**config.mk**
```make
export PLATFORM = sky130hd
export DESIGN_NAME = sumador_64_bits_serie
export DESIGN_NICKNAME = d
export VERILOG_FILES = /design/src/rtl/sumador_pkg.sv /design/src/rtl/sumador_4_bits.sv /design/src/rtl/sumador_64_bits_serie.sv
export SDC_FILE = /design/constraint.sdc
export NUM_CORES = 1
export LEC_CHECK = 0
export CAP_MARGIN = 20
export CORE_ASPECT_RATIO = 0.75
export CORE_UTILIZATION = 54
export DETAILED_ROUTE_END_ITERATION = 10
export GPL_TIMING_DRIVEN = 0
export PLACE_DENSITY = 0.86
export RECOVER_POWER = 25
export SLEW_MARGIN = 0
export SYNTH_ARGS = -nofsm -noshare
export SYNTH_HDL_FRONTEND = slang
export SYNTH_SLANG_ARGS = --single-unit
```
**constraint.sdc**
```tcl
create_clock -name clk -period 4.9 [get_ports clk]
set_input_delay 0.98 -clock clk [delete_from_list [all_inputs] [get_ports clk]]
set_output_delay 0.98 -clock clk [all_outputs]
set_load 0.005 [all_outputs]
```
**src/rtl/sumador_pkg.sv**
```systemverilog
// Shared definitions for the nibble-serial adder: chunk width, FSM states
// and the chunk-count helper.
package sumador_pkg;

  localparam int CHUNK_W = 4;

  typedef enum logic [1:0] {
    IDLE = 2'd0,
    RUN  = 2'd1,
    DONE = 2'd2
  } sumador_estado_t;

  function automatic int chunk_count(input int width);
    return width / CHUNK_W;
  endfunction

endpackage

```
**src/rtl/sumador_4_bits.sv**
```systemverilog
// Combinational 4-bit ripple-carry adder, the datapath slice of the
// nibble-serial adder.
module sumador_4_bits
  import sumador_pkg::*;
(
  input  logic [CHUNK_W-1:0] a,
  input  logic [CHUNK_W-1:0] b,
  input  logic               cin,
  output logic [CHUNK_W-1:0] sum,
  output logic               cout
);

  logic [CHUNK_W:0] carry;

  assign carry[0] = cin;

  for (genvar gi = 0; gi < CHUNK_W; gi++) begin : g_bit
    assign sum[gi]       = a[gi] ^ b[gi] ^ carry[gi];
    assign carry[gi + 1] = (a[gi] & b[gi]) | (carry[gi] & (a[gi] ^ b[gi]));
  end

  assign cout = carry[CHUNK_W];

endmodule

```
**src/rtl/sumador_64_bits_serie.sv**
```systemverilog
// Nibble-serial WIDTH-bit adder with valid/ready handshakes on both sides.
// Define SUMADOR_OVERFLOW_EN to add the registered signed-overflow output.
module sumador_64_bits_serie
  import sumador_pkg::*;
#(
  parameter int WIDTH = 64
) (
  input  logic             clk,
  input  logic             rst,
  input  logic             in_valid,
  output logic             in_ready,
  input  logic [WIDTH-1:0] a,
  input  logic [WIDTH-1:0] b,
  input  logic             cin,
  output logic             out_valid,
  input  logic             out_ready,
  output logic [WIDTH-1:0] sum,
`ifdef SUMADOR_OVERFLOW_EN
  output logic             overflow,
`endif
  output logic             cout
);

  localparam int N_CHUNKS = chunk_count(WIDTH);
  localparam int CNT_W    = $clog2(N_CHUNKS);

  sumador_estado_t state_reg, state_next;

  logic [WIDTH-1:0]   a_reg, b_reg, sum_reg;
  logic               carry_reg, cout_reg;
  logic [CNT_W-1:0]   cnt_reg;
  logic [CHUNK_W-1:0] chunk_sum;
  logic               chunk_cout;
  logic               accept, last_chunk;

  sumador_4_bits u_sumador_4_bits (
    .a    (a_reg[CHUNK_W-1:0]),
    .b    (b_reg[CHUNK_W-1:0]),
    .cin  (carry_reg),
    .sum  (chunk_sum),
    .cout (chunk_cout)
  );

  // in_ready is the only combinational output: a result can be consumed and
  // a new operand pair accepted on the same edge.
  assign in_ready   = (state_reg == IDLE) || ((state_reg == DONE) && out_ready);
  assign accept     = in_valid && in_ready;
  assign last_chunk = (cnt_reg == CNT_W'(N_CHUNKS - 1));

  always_comb begin
    state_next = state_reg;
    case (state_reg)
      IDLE:    if (accept) state_next = RUN;
      RUN:     if (last_chunk) state_next = DONE;
      DONE:    if (out_ready) state_next = accept ? RUN : IDLE;
      default: state_next = IDLE;
    endcase
  end

  always_ff @(posedge clk) begin
    if (rst) begin
      state_reg <= IDLE;
      a_reg     <= '0;
      b_reg     <= '0;
      sum_reg   <= '0;
      carry_reg <= 1'b0;
      cout_reg  <= 1'b0;
      cnt_reg   <= '0;
    end else begin
      state_reg <= state_next;
      if (accept) begin
        a_reg     <= a;
        b_reg     <= b;
        carry_reg <= cin;
        cnt_reg   <= '0;
      end else if (state_reg == RUN) begin
        // Chunk results enter from the top so the LSB chunk ends up at bit 0.
        sum_reg   <= {chunk_sum, sum_reg[WIDTH-1:CHUNK_W]};
        a_reg     <= a_reg >> CHUNK_W;
        b_reg     <= b_reg >> CHUNK_W;
        carry_reg <= chunk_cout;
        if (last_chunk) begin
          cout_reg <= chunk_cout;
        end else begin
          cnt_reg  <= cnt_reg + CNT_W'(1);
        end
      end
    end
  end

`ifdef SUMADOR_OVERFLOW_EN
  logic overflow_reg;

  // Carry into the MSB is recovered from the MSB sum bit: a ^ b ^ s.
  always_ff @(posedge clk) begin
    if (rst) begin
      overflow_reg <= 1'b0;
    end else if (!accept && (state_reg == RUN) && last_chunk) begin
      overflow_reg <= (a_reg[CHUNK_W-1] ^ b_reg[CHUNK_W-1] ^ chunk_sum[CHUNK_W-1])
                      ^ chunk_cout;
    end
  end

  assign overflow = overflow_reg;
`endif

  assign out_valid = (state_reg == DONE);
  assign sum       = sum_reg;
  assign cout      = cout_reg;

endmodule

```
==> summary.txt, run 1 <==
Run status
  • Status: finished clean

Layout
  • Area occupied by multi-input gates: 3846 µm²
  • Area Overhead vs Synth: 33.69%
  • Fillers: 1164
  • Post-Layout Cell Count: 1406
  • Seq. cell area: 4004 µm²
  • Final instance area: 11300 µm²
  • Nets@finish: 1325
  • Share of layout cells above drive strength 1: 10.42%

Run
  • Maxcap violations: 0

Detailed routing
  • Final ANT Viol Nets: 0
  • DR DRC count: 0
  • Iter 0 DRT Violations: 716
  • Vias per cell: 6.213
  • Total number of vias: 8735
  • Final wirelength: 25.88 mm
  • Number of iterations in the first detailed-routing pass: 5
  • Routed length per instance: 18.41 µm

Setup path
  • Startpoint type of the worst setup path: input port
  • Crit path max fanout: 10
  • CP Capture Type: output port
  • Crit path required time: 3.92 ns
  • Crit path DAT: 2.90 ns
  • Critical path class: input port to output port

Synth
  • Synth top area cells: dfxtp_1 (47%), a21oi_1 (10%), a32oi_1 (9.8%)
  • Synth Instances: 970
  • Dominant cell by count in the synthesized netlist: dfxtp_1
  • Net Count, Synth: 1108
  • Synth Flop Type: dfxtp_1
  • Synth Cell Area: 8453 µm²
  • Mux share of post-synthesis cell area: 0%
  • Ys async rst share: 0%
  • Number of flops mapped to enable cells by yosys: 0
  • Largest family of logic cells by synthesized area: compound AO/OA/AOI/OAI gates
  • Synth cell count leaders: dfxtp_1 (200), nand2_1 (179), a21oi_1 (171)
  • Synth Area in XOR/XNOR: 0%
  • Synthesized area per cell: 8.715 µm²
  • Netlist cell types: 26
  • Compound-gate portion of the synthesized area: 33.21%
  • Post-Synth Adder-Cell Area: 1.095%
  • Cell taking the most area after synthesis: dfxtp_1
  • Fraction of the mapped netlist area in simple logic gates: 11.19%
  • #FFs+latches synth: 200
  • Ys Warns: 0
  • Share of the synthesized area in the top cell type: 47.37%
  • Register area share after synthesis: 47.37%

Pwr
  • Pwr dens: 329.5 nW/µm²
  • IR drop worst, VDD: 0.2300 mV
  • Reg power frac: 47.3%
  • Clock Power Share: 39.2%
  • Net switching power: 988.9 µW
  • Power share of the combinational group: 13.6%
  • P_int: 2735 µW
  • Cell leakage power: 0.003726 µW
  • Switching share of power: 26.55%

Placed design
  • Port buffer count: 198
  • GPL Wtd Cong: 0.8707
  • Hpwl dp: 18.30 mm
  • Area after DPL: 10690 µm²
  • Placed Instances: 1373

Global routing
  • Gr ovfl total: 0
  • First-pass GRT wire length: 40.65 mm
  • Initial antenna violation count: 0
  • Number of global-route vias before repair: 7959
  • GRT Resource Usage Total: 32.19%
  • Largest net degree at the start of global routing: 19

Die
  • Die height: 110.4 µm
  • Initial core utilization: 55.35%
  • Core box area: 15270 µm²
  • Ports: 200
  • Die W: 146.5 µm
  • Total die area: 16160 µm²
  • Site row count: 39

Timing
  • Setup TNS: 0 ns
  • Max-slew violation count: 0
  • RSZ-0062 raised after global routing: no
  • Hold Fails Final Rpt: 0
  • Endpoints failing setup: 0
  • Slew @ Worst Pin: 0.6082 ns
  • Final Skew: 0.008380 ns
  • Tcrit/Tclk final: 79.19%
  • Final min period: 3.880 ns
  • Worst rel slew slack: 59.46%
  • Fmax: 257.7 MHz

CTS
  • Num CTS Buffers: 17
  • Clock latency on the worst-skew pair: 0.44 ns
  • Clock transition at the registers of the reported paths: 0.07 ns
  • CTS Hold Bufs: 0
  • Resize count post-CTS: 0
  • Clock Sinks: 200
  • Post-CTS Setup Inserts: 0
  • CTS Root Cell: clkbuf_16
  • CTS tree: done
  • Bufs on Longest Clock Path: 2
  • H-tree depth: 4

Worst hold path
  • Min-delay worst type: register to register
-- worst max-delay path: stages --
cell and delay [ns]:
dlygate4sd3_1 0.58, and2b_1 0.26, buf_2 0.28, buf_2 0.27, nor2_1 0.06, clkdlybuf4s50_1 0.47
-- path summary, 6_finish.rpt --
check / from / to / slack, ns / cells after the start
worst max-delay path: out_ready / in_ready / 1.02 / 6
worst min-delay path: sum[1]$_SDFFE_PP0P_ / sum[1]$_SDFFE_PP0P_ / 0.46 / 2
worst max register to register: a_reg[0]$_SDFFE_PP0P_ / sum[63]$_SDFFE_PP0P_ / 2.71 / 8
worst min register to register: sum[1]$_SDFFE_PP0P_ / sum[1]$_SDFFE_PP0P_ / 0.46 / 2
-- power groups by stage --
stage          Combinational [µW]  Sequential [µW]  Clock [µW]
2_1_floorplan                 284             1780           0
3_3_place_gp                  481             1790           0
3_5_place_dp                  492             1790           0
4_1_cts                       497             1760        1460
5_1_grt                       543             1770        1540
6_report                      505             1760        1460
-- per-stage QoR --
| step | hold slack (ns) | setup WS, ns | util (%) | power [µW] |
|---|---|---|---|---|
| after global placement | 0.4455 | 1.169 | 70.00 | 2273 |
| after CTS | 0.4643 | 1.179 | 74.00 | 3715 |
| after floorplan | 0.4527 | 2.326 | - | 2064 |
| after global routing | 0.4732 | 0.9864 | 73.97 | 3853 |
| after detailed placement | 0.4550 | 1.211 | 70.00 | 2285 |
| final | 0.4628 | 1.020 | 73.99 | 3724 |
-- final cells by class --
cell class              count  share of cell area, %
plain buffers             121                  5.004
inverters                   9                 0.2989
flip-flops and latches    200                  35.43
diodes                      1                0.02214
multi-input cells         640                  34.03
clock buffers              19                  4.008
repair buffers            198                  17.54
well taps                 205                  2.270
clock inverters            13                  1.395
-- metal layers --
layer	vias to the layer above	wire length, µm	share of wire, %	GRT usage (%)
li1	4064	-	-	-
met1	4122	11260	44	44.33
met2	491	11700	45	50.03
met3	58	2302	8.9	5.226
met4	0	619	2.4	14.66
met5	-	0	0	0
-- logic make-up (layout without fill, tap and decap cells) --
group,after synthesis,in the layout
AOI/OAI and AO/OA,403,403
and+or+nand+nor,232,232
DFF,200,200
buffers and inverters,130,360
adders and majority gates,5,5
other,0,1
-- cells in the final DEF, fill, tap and decap left out, drive strengths merged, types with 2 or more instances in the layout --
cell and instances:
a211oi 2, a21oi 171, a311oi 27, a32oi 95, buf 83, bufinv 2
clkbuf 57, clkdlybuf4s50 197, clkinv 4, dfxtp 200, fa 4, inv 16
nand2 179, nand2b 3, nand3 11, nor2 4, nor2b 3, nor3 28
o211ai 103, o21ai 2, or3 2
Power figures use the tool's default switching activity.
==> run 2, diff against run 1 <==
CORE_UTILIZATION = 50   (was 54)
PLACE_DENSITY = 0.8   (was 0.86)
clock period = 3.75 ns   (was 4.9 ns; I/O delays follow)
==> summary.txt, run 2 (synthesis gave the netlist of run 1 again) <==
Global routing
  • Gr ovfl total: 0
  • Initial antenna violation count: 0
  • GRT Resource Usage Total: 29.29%
  • GRT met1 Usage: 41.19%
  • Number of global-route vias before repair: 7955
  • M3 GR Usage: 6.624%
  • First-pass GRT wire length: 40.77 mm
  • Busiest grt layer: met2
  • Largest net degree at the start of global routing: 20
  • GRT met2 Usage: 43.93%

Setup path
  • Critical path class: input port to output port
  • Crit path required time: 3.00 ns
  • Worst path top cell family by delay: buffers and inverters
  • Crit path cell chain: clkdlybuf4s50_1, and2b_1, buf_2, buf_2, nor2_1, clkdlybuf4s50_1
  • CP max stage cell: clkdlybuf4s50_1
  • Worst R2R Setup Slack: 1.56 ns
  • CP Capture Type: output port
  • Startpoint type of the worst setup path: input port
  • Reg2Reg Depth: 8
  • Crit path DAT: 2.63 ns
  • Crit path buffers/inverters: 4
  • Crit path max fanout: 10
  • Worst r2r src: a_reg[0]$_SDFFE_PP0P_
  • Slowest cell delay on critical path: 0.54 ns
  • Reg-to-Reg End: sum[63]$_SDFFE_PP0P_

Timing
  • Fmax: 296.0 MHz
  • Worst rel slew slack: 55.25%
  • Slew @ Worst Pin: 0.6712 ns
  • Setup TNS: 0 ns
  • Final Skew: 0.007301 ns
  • Tcrit/Tclk final: 90.08%
  • Max-slew violation count: 0
  • Final min period: 3.378 ns
  • Hold Fails Final Rpt: 0
  • Hold WS: 0.4579 ns
  • Final worst slack: 0.3722 ns
  • RSZ-0062 raised after global routing: no
  • Endpoints failing setup: 0

Worst hold path
  • Min-delay worst type: register to register
  • Hold depth: 2
  • Hold_sp: sum[1]$_SDFFE_PP0P_
  • WHS Endpoint: sum[1]$_SDFFE_PP0P_

Run status
  • Failing checks: design-rule violations
  • Status: complete, but fails checks

Pwr
  • Pwr dens: 424.2 nW/µm²
  • Cell leakage power: 0.003670 µW
  • IR drop worst, VDD: 0.3003 mV

Die
  • Initial core utilization: 51.97%
  • Total die area: 17440 µm²
  • Site row count: 40
  • Die height: 114.6 µm
  • Core box area: 16270 µm²
  • Ports: 200
  • Die W: 152.1 µm

Detailed routing
  • Vias per cell: 6.055
  • Final wirelength: 25.28 mm
  • Total number of vias: 8537
  • Iter 0 DRT Violations: 790
  • Routed length per instance: 17.93 µm
  • Number of iterations in the first detailed-routing pass: 8
  • DR DRC count: 26
  • Final ANT Viol Nets: 0

Layout
  • Area occupied by multi-input gates: 3846 µm²
  • Nets@finish: 1325
  • Area Overhead vs Synth: 33.21%
  • Post-Layout Cell Count: 1410
  • Seq. cell area: 4004 µm²
  • Most frequent cells in the layout: dfxtp_1 (200), clkdlybuf4s50_1 (198), nand2_1 (179)
  • Ant diodes: 0
  • Fillers: 1309
  • Commonest non-fill, non-tap cell in the layout: dfxtp_1
  • Share of layout cells above drive strength 1: 9.667%
  • Final instance area: 11260 µm²

CTS
  • Clock transition at the registers of the reported paths: 0.07 ns
  • Bufs on Longest Clock Path: 2
  • Post-CTS Setup Inserts: 0
  • CTS tree: done
  • Clock latency on the worst-skew pair: 0.44 ns
  • H-tree depth: 4
  • Num CTS Buffers: 17
  • CTS Root Cell: clkbuf_16
  • Clock Sinks: 200
  • CTS Hold Bufs: 0
  • Resize count post-CTS: 0

Run
  • Maxcap violations: 0

Placed design
  • Hpwl dp: 18.03 mm
  • Area after DPL: 10700 µm²
  • Placed Instances: 1378
  • Pre-CTS setup slack: 0.4209 ns
  • GPL Wtd Cong: 0.8790
  • Port buffer count: 198
run 2: cell types whose count changed in the layout (fill, tap and decap cells not counted), sizes merged:
cell	delta
buf	-9
bufinv	-1
clkbuf	+7
clkdlybuf4s50	+1
clkinvlp	+2
diode	-1
dlygate4sd3	-1
inv	+1
run 2: worst max-delay path by stage:
stage | start | to | slack [ns] | cells past startpoint
6_report | out_ready | in_ready | 0.37 | 6
2_1_floorplan | out_ready | in_ready | 1.64 | 4
5_1_grt | out_ready | in_ready | 0.29 | 6
4_1_cts | out_ready | in_ready | 0.39 | 6
3_3_place_gp | out_ready | in_ready | 0.38 | 6
3_5_place_dp | out_ready | in_ready | 0.42 | 6
run 2: through the flow:
stage / util (%) / power, µW
6_report: 69.23 / 4777
5_1_grt: 69.23 / 4948
4_1_cts: 69.34 / 4790
3_5_place_dp: 65.77 / 2986
3_3_place_gp: 65.77 / 2974
2_1_floorplan: - / 2697
run 2: power by group:
| group | internal, µW | switching, µW | total [µW] | leakage [µW] |
|---|---|---|---|---|
| registers | 2230 | 65.4 | 2300 | 0.00163 |
| logic | 295 | 356 | 652 | 0.00176 |
| clock network | 942 | 885 | 1830 | 0.000280 |
| total | 3470 | 1310 | 4780 | 0.00367 |
run 2: tightest hold or removal path, cell delays in order, from the launching register on:
cell	delay, ns
dfxtp_1	0.31
nand2_1	0.05
a21oi_1	0.05
run 2: routing by layer:
metal  share of wire [%]  vias up
li1                    -     4069
met1                  47     4038
met2                  43      378
met3                 7.6       52
met4                 2.6        0
met5                   0        -
run 2: area by class of cell:
type / count / share of cell area [%]
plain buffers: 121 / 4.900
clock buffers: 17 / 3.778
clock inverters: 15 / 1.378
inverters: 9 / 0.3000
multi-input cells: 640 / 34.16
flip-flops and latches: 200 / 35.56
well taps: 210 / 2.333
repair buffers: 198 / 17.60
==> run 3, diff against run 2 <==
SLEW_MARGIN = unset   (was 0)
==> results of run 3 <==
No change in the layout: final DEF, timing and power equal those of run 2.
